[config.mk]
export PLATFORM = sky130hd
export DESIGN_NAME = rr_mux_demux
export DESIGN_NICKNAME = d
export VERILOG_FILES = /design/src/rtl/rr_pkg.sv /design/src/rtl/rr_arbiter.sv /design/src/rtl/rr_mux_demux.sv
export SDC_FILE = /design/constraint.sdc
export NUM_CORES = 1
export LEC_CHECK = 0
export CORE_ASPECT_RATIO = 1.25
export CORE_MARGIN = 2
export CORE_UTILIZATION = 44
export CTS_CLUSTER_DIAMETER = 150
export DETAILED_ROUTE_END_ITERATION = 16
export PLACE_DENSITY = 0.85
export SETUP_SLACK_MARGIN = 0.1
export SLEW_MARGIN = 0
export SYNTH_ARGS = -nofsm -noshare
export SYNTH_HDL_FRONTEND = slang
export SYNTH_SLANG_ARGS = --single-unit
[constraint.sdc]
create_clock -name clk -period 4.1 [get_ports clk]
set_clock_uncertainty 0.15 [all_clocks]
set_input_delay 0.82 -clock clk [delete_from_list [all_inputs] [get_ports clk]]
set_output_delay 0.82 -clock clk [all_outputs]
set_load 0.02 [all_outputs]
[src/rtl/rr_pkg.sv]
// Shared definitions for the round-robin mux / addressed demux block.
// Holds default sizing and the select-width helper.
package rr_pkg;

    localparam int DEF_N = 4;
    localparam int DEF_W = 8;

    function automatic int clog2(input int v);
        int r;
        r = 0;
        for (int i = 0; i < 31; i++) begin
            if ((32'd1 << r) < v) begin
                r = r + 1;
            end
        end
        return r;
    endfunction

    function automatic int sel_width(input int n);
        return (clog2(n) < 1) ? 1 : clog2(n);
    endfunction

endpackage

[src/rtl/rr_arbiter.sv]
// Round-robin grant logic over N requesters.
// Owns the rotating priority pointer; grant itself is combinational.
module rr_arbiter
    import rr_pkg::*;
#(
    parameter  int N  = DEF_N,
    localparam int SW = sel_width(N)
) (
    input  logic          clk,
    input  logic          rst,
    input  logic [N-1:0]  req,
    input  logic          en,
    output logic [SW-1:0] grant,
    output logic          grant_vld
);

    logic [SW-1:0] r_ptr;
    logic [SW-1:0] w_next_ptr;

    // Scan ptr, ptr+1, ... with explicit modulo-N wrap for non-pow2 N.
    always_comb begin
        int p;
        int idx;
        grant     = '0;
        grant_vld = 1'b0;
        p         = int'(r_ptr);
        idx       = 0;
        for (int i = 0; i < N; i++) begin
            idx = p + i;
            if (idx >= N) begin
                idx = idx - N;
            end
            for (int k = 0; k < N; k++) begin
                if (!grant_vld && (k == idx) && req[k]) begin
                    grant_vld = 1'b1;
                    grant     = SW'(k);
                end
            end
        end
    end

    assign w_next_ptr = (grant == SW'(N - 1)) ? '0 : grant + SW'(1);

    always_ff @(posedge clk) begin
        if (rst) begin
            r_ptr <= '0;
        end else if (en && grant_vld) begin
            r_ptr <= w_next_ptr;
        end
    end

endmodule

[src/rtl/rr_mux_demux.sv]
// N:1 round-robin registered mux plus 1:N addressed registered demux.
// The two paths share only clock and reset.
module rr_mux_demux
    import rr_pkg::*;
#(
    parameter  int N  = DEF_N,
    parameter  int W  = DEF_W,
    localparam int SW = sel_width(N)
) (
    input  logic           clk,
    input  logic           rst,
    input  logic [N*W-1:0] in_data,
    input  logic [N-1:0]   in_valid,
    output logic [N-1:0]   in_ready,
    output logic [W-1:0]   y_data,
    output logic           y_valid,
    input  logic           y_ready,
    output logic [SW-1:0]  y_sel,
    input  logic [W-1:0]   d_data,
    input  logic [SW-1:0]  d_sel,
    input  logic           d_valid,
    output logic           d_ready,
    output logic [N*W-1:0] out_data,
    output logic [N-1:0]   out_valid,
    input  logic [N-1:0]   out_ready,
    output logic           drop_err
);

    logic [SW-1:0] w_grant;
    logic          w_grant_vld;
    logic          w_load;
    logic          w_mux_xfer;
    logic [W-1:0]  w_gdata;

    logic          r_y_valid;
    logic [W-1:0]  r_y_data;
    logic [SW-1:0] r_y_sel;

    assign w_load     = ~r_y_valid | y_ready;
    assign w_mux_xfer = w_load & w_grant_vld & ~rst;

    rr_arbiter #(
        .N (N)
    ) u_arb (
        .clk       (clk),
        .rst       (rst),
        .req       (in_valid),
        .en        (w_mux_xfer),
        .grant     (w_grant),
        .grant_vld (w_grant_vld)
    );

    always_comb begin
        in_ready = '0;
        w_gdata  = '0;
        for (int k = 0; k < N; k++) begin
            if (w_grant == SW'(k)) begin
                in_ready[k] = w_mux_xfer;
                w_gdata     = in_data[k*W +: W];
            end
        end
    end

    always_ff @(posedge clk) begin
        if (rst) begin
            r_y_valid <= 1'b0;
            r_y_data  <= '0;
            r_y_sel   <= '0;
        end else if (w_load) begin
            r_y_valid <= w_grant_vld;
            if (w_grant_vld) begin
                r_y_data <= w_gdata;
                r_y_sel  <= w_grant;
            end
        end
    end

    assign y_valid = r_y_valid;
    assign y_data  = r_y_data;
    assign y_sel   = r_y_sel;

    logic          w_oob;
    logic          w_ch_rdy;
    logic [N-1:0]  w_hit;
    logic [N-1:0]  w_dload;
    logic          r_drop_err;

    // Out-of-range selects only exist when N is not a power of two.
    assign w_oob = (32'(d_sel) >= 32'(N));

    always_comb begin
        w_hit    = '0;
        w_ch_rdy = 1'b0;
        for (int k = 0; k < N; k++) begin
            w_hit[k] = ~w_oob & (d_sel == SW'(k));
            w_ch_rdy = w_ch_rdy | (w_hit[k] & (~out_valid[k] | out_ready[k]));
        end
    end

    assign d_ready = ~rst & (w_oob | w_ch_rdy);
    assign w_dload = {N{d_valid & d_ready}} & w_hit;

    for (genvar k = 0; k < N; k++) begin : g_ch
        logic         r_valid;
        logic [W-1:0] r_data;

        always_ff @(posedge clk) begin
            if (rst) begin
                r_valid <= 1'b0;
                r_data  <= '0;
            end else if (w_dload[k]) begin
                r_valid <= 1'b1;
                r_data  <= d_data;
            end else if (out_ready[k]) begin
                r_valid <= 1'b0;
            end
        end

        assign out_valid[k]        = r_valid;
        assign out_data[k*W +: W]  = r_data;
    end

    always_ff @(posedge clk) begin
        if (rst) begin
            r_drop_err <= 1'b0;
        end else if (d_valid && d_ready && w_oob) begin
            r_drop_err <= 1'b1;
        end
    end

    assign drop_err = r_drop_err;

endmodule

# Word-level counts from Yosys, hierarchy flattened
# Index checks and enable logic that the tools add are counted.
[totals] ff_bits=49 input_bits=54 wordCells=175
[op_classes] add_sub_neg=8 order_cmp=4 n_eq_ne=18 muxes=52 n_bitwise=23 n_reduce_logical=58
[ops] operator="== test 3 x 32 -> 1 bit (first input constant)" count=8
[ops] operator="== test 2 x 32 -> 1 bit (first input constant)" count=4
[ops] operator="logical NOT 32 bit" count=4
[ops] operator="two-way mux 32 bit" count=4
[ops] operator="greater-or-equal comparator 32 x 4 -> 1 bit (second input constant)" count=3
[ops] operator="subtractor 32 x 4 -> 32 bit (second input constant)" count=3
[ops] operator="logical AND 1 bit" count=32
[ops] operator="two-way mux 8 bit" count=4
[ops] operator="two-way mux 2 bit" count=15
[ops] operator="two-way mux 1 bit" count=29
[ops] operator="logical NOT 1 bit" count=15
[ops] operator="AND 1 bit" count=8
[ops] operator="== test 2 bit (second input constant)" count=4
[ops] operator="OR 1 bit" count=8
[ops] operator="nonzero test 2 bit" count=4
[ops] operator="adder 2 x 2 -> 3 bit (second input constant)" count=2
[ops] operator="inverter 1 bit" count=6
[ops] operator="AND 4 bit" count=1
[ops] operator="== test 2 x 1 -> 1 bit (second input constant)" count=2
[ops] operator="logical NOT 2 bit" count=2
[ops] operator="subtractor 2 x 3 -> 4 bit (second input constant)" count=1
[ops] operator="adder 2 x 1 -> 3 bit (second input constant)" count=1
[ops] operator="greater-or-equal comparator 2 x 3 -> 1 bit (second input constant)" count=1
[ops] operator="adder 2 x 1 -> 2 bit (second input constant)" count=1
[ops] operator="AND reduction 2 bit" count=1

# Longest topological paths before layout
[depth] depth_word=70 mapped_depth=11 mapped_depth_nobuf=9

# Cells and area by module
# From an unflattened synthesis, not the netlist that was laid out.
[unflattened] hier_cells=261 area_unflattened_um2=2497.4
[by_module_without_submodules] module="rr_mux_demux" n_inst=1 cells_per_inst=236 area_per_inst_um2=2304.7 seq_area_each_um2=940.9
[by_module_without_submodules] module="rr_arbiter" n_inst=1 cells_per_inst=25 area_per_inst_um2=192.7 seq_area_each_um2=40.0

# Worst setup path before layout
# OpenSTA, ideal clock, no wires.
[synth_path] kind="in2out" from="input port in_valid[2]" to="output port in_ready[3]" arrival_time_ps=2707 path_slack_ps=423 stages=9 path_cell_list="mux2i_1 nor2_1 or3_1 inv_1 ha_1 clkbuf_1 clkbuf_1 inv_1 nor3_1"
[synth_between] word_cells_on_any_way=72
[synth_rtl] item="start, declared" line="rr_mux_demux.sv:13" text="input logic [N-1:0] in_valid,"
[synth_rtl] item="logical AND 1 bit" line="rr_arbiter.sv:34" text="if (!grant_vld && (k == idx) && req[k]) begin"
[synth_rtl] item="two-way mux 1 bit" line="rr_arbiter.sv:34"
[synth_rtl] item="logical NOT 1 bit" line="rr_arbiter.sv:34"
[synth_rtl] item="logical AND 1 bit (2 in series)" line="rr_arbiter.sv:34"
[synth_rtl] item="two-way mux 1 bit" line="rr_arbiter.sv:34"
[synth_rtl] item="logical NOT 1 bit" line="rr_arbiter.sv:34"
[synth_rtl] item="logical AND 1 bit (2 in series)" line="rr_arbiter.sv:34"
[synth_rtl] item="two-way mux 1 bit" line="rr_arbiter.sv:34"
[synth_rtl] item="[... 37 more ...]"
[synth_rtl] item="logical AND 1 bit (2 in series)" line="rr_arbiter.sv:34"
[synth_rtl] item="two-way mux 1 bit" line="rr_arbiter.sv:34"
[synth_rtl] item="logical NOT 1 bit" line="rr_arbiter.sv:34"
[synth_rtl] item="logical AND 1 bit (2 in series)" line="rr_arbiter.sv:34"
[synth_rtl] item="two-way mux 2 bit *" line="rr_arbiter.sv:34"
[synth_rtl] item="via u_arb.grant[0]" line="rr_arbiter.sv:13" text="output logic [SW-1:0] grant,"
[synth_rtl] item="== test 2 bit *" line="rr_mux_demux.sv:57" text="if (w_grant == SW'(k)) begin"
[synth_rtl] item="two-way mux 1 bit *" line="rr_mux_demux.sv:57"
[synth_rtl] item="end, declared" line="rr_mux_demux.sv:14" text="output logic [N-1:0] in_ready,"
# Mark *: on every way through the listed nets, which the timed path passes. The rest lies on a longest branch.

# Final worst setup path
[layout_path] from="input port in_valid[0]" to="output port in_ready[2]"
[layout_between] word_cells_on_any_way=81
[layout_rtl] item="logical AND 1 bit" line="rr_arbiter.sv:34"
[layout_rtl] item="two-way mux 1 bit" line="rr_arbiter.sv:34"
[layout_rtl] item="logical NOT 1 bit" line="rr_arbiter.sv:34"
[layout_rtl] item="logical AND 1 bit (2 in series)" line="rr_arbiter.sv:34"
[layout_rtl] item="two-way mux 1 bit" line="rr_arbiter.sv:34"
[layout_rtl] item="logical NOT 1 bit" line="rr_arbiter.sv:34"
[layout_rtl] item="logical AND 1 bit (2 in series)" line="rr_arbiter.sv:34"
[layout_rtl] item="two-way mux 1 bit" line="rr_arbiter.sv:34"
[layout_rtl] item="[... 45 more ...]"
[layout_rtl] item="logical AND 1 bit (2 in series)" line="rr_arbiter.sv:34"
[layout_rtl] item="two-way mux 1 bit" line="rr_arbiter.sv:34"
[layout_rtl] item="logical NOT 1 bit" line="rr_arbiter.sv:34"
[layout_rtl] item="logical AND 1 bit (2 in series)" line="rr_arbiter.sv:34"
[layout_rtl] item="two-way mux 2 bit *" line="rr_arbiter.sv:34"
[layout_rtl] item="via u_arb.grant[1]" line="rr_arbiter.sv:13"
[layout_rtl] item="== test 2 bit *" line="rr_mux_demux.sv:57"
[layout_rtl] item="two-way mux 1 bit *" line="rr_mux_demux.sv:57"
# Marks and branches as above.

==> summary.md <==
| Metric | Value |
|---|---|
| Status | finished clean |
| CP endpoint kind | primary output |
| Placeable Area | approximately 5100 µm² |
| Internal power | just under 0.8 mW |
| Setup CP Type | primary input to primary output |
| Chip width | 68.9 µm |
| CP Launch Type | primary input |
| Die ar. | around 5900 µm² |
| Comb power frac | 0.291 |
| Ys async rst share | 0 |
| Root Driver | clkbuf_8 |
| Total CTS buffers | 5 |
| Max-Cap Viols | 0 |
| WP data arrival | approximately 3.0 ns |
| Crit-path max FO | 4 |
| Area Growth Syn to Fin | 51.2% |
| Largest area contributor in the synthesized netlist | dfxtp_1 |
| Initial Utilization | 0.456 |
| Largest net degree at the start of global routing | 38 |
| Final setup fails | 0 |
| Worst vdd ir | about 170 µV |
| H-tree depth | 2 |
| Number of global-route vias before repair | 2116 |
| Dpl ws | around 0.025 ns |
| Period minus WS final | ~4 ns |
| P_sw | ~0.33 mW |
| Clk pwr share | 0.245 |
| Syn Inst Count | approximately 250 |
| Yosys warns | 0 |
| PortBufs | 105 |
| Worst path buffer plus inverter count | 4 |
| Dominant cells by area after synthesis | dfxtp_1 (42%), mux2i_1 (14%), nor2_1 (7.8%), a21oi_1 (3.2%), nand3b_1 (3.2%) |
| Post-route clock period utilization | 0.958 |
| Residual DRC | 0 |
| Top FF cell, synth | dfxtp_1 |
| Syn Std Cell Area | between 2000 and 2500 µm² |
| # fillers | 444 |
| FF-to-FF End | y_data[4]$_SDFFE_PP0P_ |
| Gr usage total | 0.210 |
| Post-synthesis sequential area ratio | 0.423 |
| Worst relative slew slack | 0.597 |
| RePlAce Congestion | 0.780 |
| Register area | between 900 and 1000 µm² |
| Row cnt | 29 |
| HP Class | flip-flop to flip-flop |
| Mean Syn Cell Area | 9.13 µm² |
| Mean number of vias per cell | 5.12 |
| Post-CTS setup buffers | 0 |
| Worst slew pin tran | approximately 0.60 ns |
| Initial DRC Count | 83 |
| Worst r2r src | u_arb.r_ptr[1]$_SDFFE_PP0P_ |
| Worst skew pair latency | roughly 0.30 ns |
| Switch share | 0.293 |
| Die H | 85.2 µm |
| R2r setup slk | 1.61 ns |
| Hold_buf cts | 0 |
| CP most frequent cell | clkdlybuf4s50_1 |
| Min-delay src | y_sel[0]$_SDFFE_PP0P_ |
| Crit-path leading delay family | buffers and inverters |
| EDFF count, synth | 0 |
| Register bit total from synthesis | 49 |
| I/O pin cnt | ~110 |
| Worst Setup Slack, final | roughly 0.17 ns |
| Global-route wire length before repair | ~9.4 mm |
| Post-route cell area | 3510 µm² |
| Worst-path clk slew | approximately 0.090 ns |
| DRT Pass-1 Iters | 5 |
| Slowest CP cell | clkdlybuf4s50_1 |
| Synth top area share | 0.423 |
| Layout Nets | 415 |
| Reg2Reg Depth | 10 |
| Worst path cell trace | clkdlybuf4s50_1, buf_4, a21oi_1, o21a_1, o22ai_2, inv_1, ha_1, and2_1, clkdlybuf4s50_1 |
| Slew Limit Fails | 0 |
| Worst setup startpoint | in_valid[0] |
| Drt wl/cell | 13.9 µm |
| Diodes inserted | 0 |
| RSZ-0062 raised after global routing | yes |
| Pleak | 1.47 nW |
| Pwr per Cell Area | between 300 and 400 nW/µm² |
| Required @ worst endpoint | between 3 and 4 ns |
| GRT overflow | 0 |
| Crit path to | in_ready[2] |
| Final Util | 0.690 |
| Clock Tree Buf Depth | 2 |
| Fmax | around 250 MHz |
| Share of cells above drive strength 1 | 0.0810 |
| Final wirelength | 5.84 mm |
| Routed Antenna Nets | 0 |
| Hold Vio Cnt, Final | 0 |
| Post-place instance area | ~3400 µm² |
| Clk sinks | 49 |
| Via count | between 2000 and 2500 |
| Footprint of the multi-input gates | between 1000 and 1500 µm² |
| Setup TNS Final | 0 ns |
| DP HPWL | roughly 4.6 mm |
| Post-synth net total | 312 |
| CTS tree | built |
| Cell depth of the worst setup path | 9 |
| Flop pwr share | 0.463 |
| Distinct cell type count after synthesis | 37 |
| Initial antenna violation count | 0 |
| Slowest Stage Delay on Critical Path | ~0.53 ns |
-- worst min-delay path by stage --
stage                                             end  slack (ns)  cells after the start
after floorplan           u_arb.r_ptr[0]$_SDFFE_PP0P_        0.30                      2
after global routing            y_sel[0]$_SDFFE_PP0P_        0.36                      2
final                           y_sel[0]$_SDFFE_PP0P_        0.32                      2
after global placement          y_sel[0]$_SDFFE_PP0P_        0.29                      2
after CTS                       y_sel[0]$_SDFFE_PP0P_        0.33                      2
after detailed placement        y_sel[0]$_SDFFE_PP0P_        0.32                      2
-- registers in the layout, summed over array words and instances, names as in the netlist --
| name | cells |
|---|---|
| y_sel | 2 |
| g_ch.r_valid | 4 |
| y_valid | 1 |
| g_ch.r_data | 32 |
| u_arb.r_ptr | 2 |
| y_data | 8 |
-- metrics by stage --
| stage | std cells | hold WS, ns | power (mW) |
|---|---|---|---|
| after floorplan | 254 | 0.300 | 0.708 |
| after global placement | 412 | 0.293 | 0.850 |
| after detailed placement | 412 | 0.320 | 0.858 |
| after CTS | 420 | 0.332 | 1.13 |
| after global routing | 420 | 0.358 | 1.19 |
| final | 420 | 0.324 | 1.12 |
-- Yosys cell counts, types with 2 or more instances --
master	n
clkbuf_1	5
nand2_1	6
buf_1	4
nand3b_1	10
a31oi_1	4
nor2_1	48
mux2i_1	33
a21oi_1	15
dfxtp_1	49
buf_2	3
nor3_1	9
a211oi_1	8
buf_4	8
nor2b_1	3
or3_1	2
a221oi_1	8
inv_1	14
and2_1	3
ha_1	4
-- cell usage in the layout (no fill, tap or decap), drive strengths merged --
| cell | synthesis | final |
|---|---|---|
| a211oi | 8 | 8 |
| a21o | 1 | 1 |
| a21oi | 16 | 16 |
| a221oi | 8 | 8 |
| a31oi | 4 | 4 |
| and2 | 3 | 3 |
| and2b | 1 | 1 |
| buf | 16 | 13 |
| clkbuf | 5 | 6 |
| clkdlybuf4s50 | 0 | 102 |
| clkinv | 0 | 1 |
| conb | 1 | 1 |
| dfxtp | 49 | 49 |
| dlygate4sd2 | 0 | 1 |
| dlymetal6s2s | 0 | 1 |
| ha | 4 | 4 |
| inv | 15 | 16 |
| mux2i | 33 | 33 |
| mux4 | 1 | 1 |
| nand2 | 6 | 6 |
| nand2b | 1 | 1 |
| nand3b | 11 | 11 |
| nor2 | 48 | 48 |
| nor2b | 3 | 3 |
| nor3 | 10 | 10 |
| nor3b | 2 | 2 |
| nor4 | 1 | 1 |
| o21a | 1 | 1 |
| o22ai | 1 | 1 |
| o311ai | 1 | 1 |
| o31ai | 1 | 1 |
| or3 | 2 | 2 |
| or4 | 1 | 1 |
-- logic make-up (layout without fill, tap and decap cells) --
family / after synthesis / in the layout / share of synthesized area
AND/OR/NAND/NOR: 89 / 89 / 0.204
flip-flops: 49 / 49 / 0.423
AO/OA/AOI/OAI: 41 / 41 / 0.120
buffers and inverters: 36 / 140 / 0.0761
multiplexers: 34 / 34 / 0.154
adder cells (fa/ha/maj): 4 / 4 / 0.0216
other: 1 / 1 / 0.00162
-- what timing repair did --
| action | 4_1_cts | 5_1_grt |
|---|---|---|
| resized for setup | 2 | 1 |
| pin swaps | 0 | 0 |
| gates cloned | 0 | 0 |
| endpoints found under the setup margin | 2 | 2 |
-- cell type report --
cell class | instances | share of cell area
clock buffers | 6 | 0.0207
clock inverters | 2 | 0.00393
inverters | 15 | 0.0161
multi-input cells | 169 | 0.333
flip-flops and latches | 49 | 0.280
well taps | 62 | 0.0221
repair buffers | 117 | 0.324
-- metal layers --
| layer | share of wire | global-route usage | vias up |
|---|---|---|---|
| li1 | - | - | 1075 |
| met1 | 0.38 | 0.219 | 990 |
| met2 | 0.52 | 0.371 | 79 |
| met3 | 0.087 | 0.0809 | 8 |
| met4 | 0.016 | 0.0784 | 0 |
| met5 | 0 | 0 | - |
-- power by group through the flow --
stage / registers (mW) / clock network, mW / logic (mW)
after floorplan: 0.555 / 0 / 0.153
after global placement: 0.530 / 0 / 0.321
after detailed placement: 0.531 / 0 / 0.327
after CTS: 0.520 / 0.285 / 0.329
after global routing: 0.524 / 0.305 / 0.357
final: 0.520 / 0.275 / 0.327
-- worst reg2reg max path: stages (launching register included) --
cell and delay [ns]:
dfxtp_1 0.47, mux2i_1 0.23, nor2_1 0.08, or3_1 0.40, inv_1 0.12, ha_1 0.17
buf_4 0.18, a21oi_1 0.09, a221oi_1 0.29, a211oi_1 0.08, nor3_1 0.16
(Power assumes the default switching activity.)
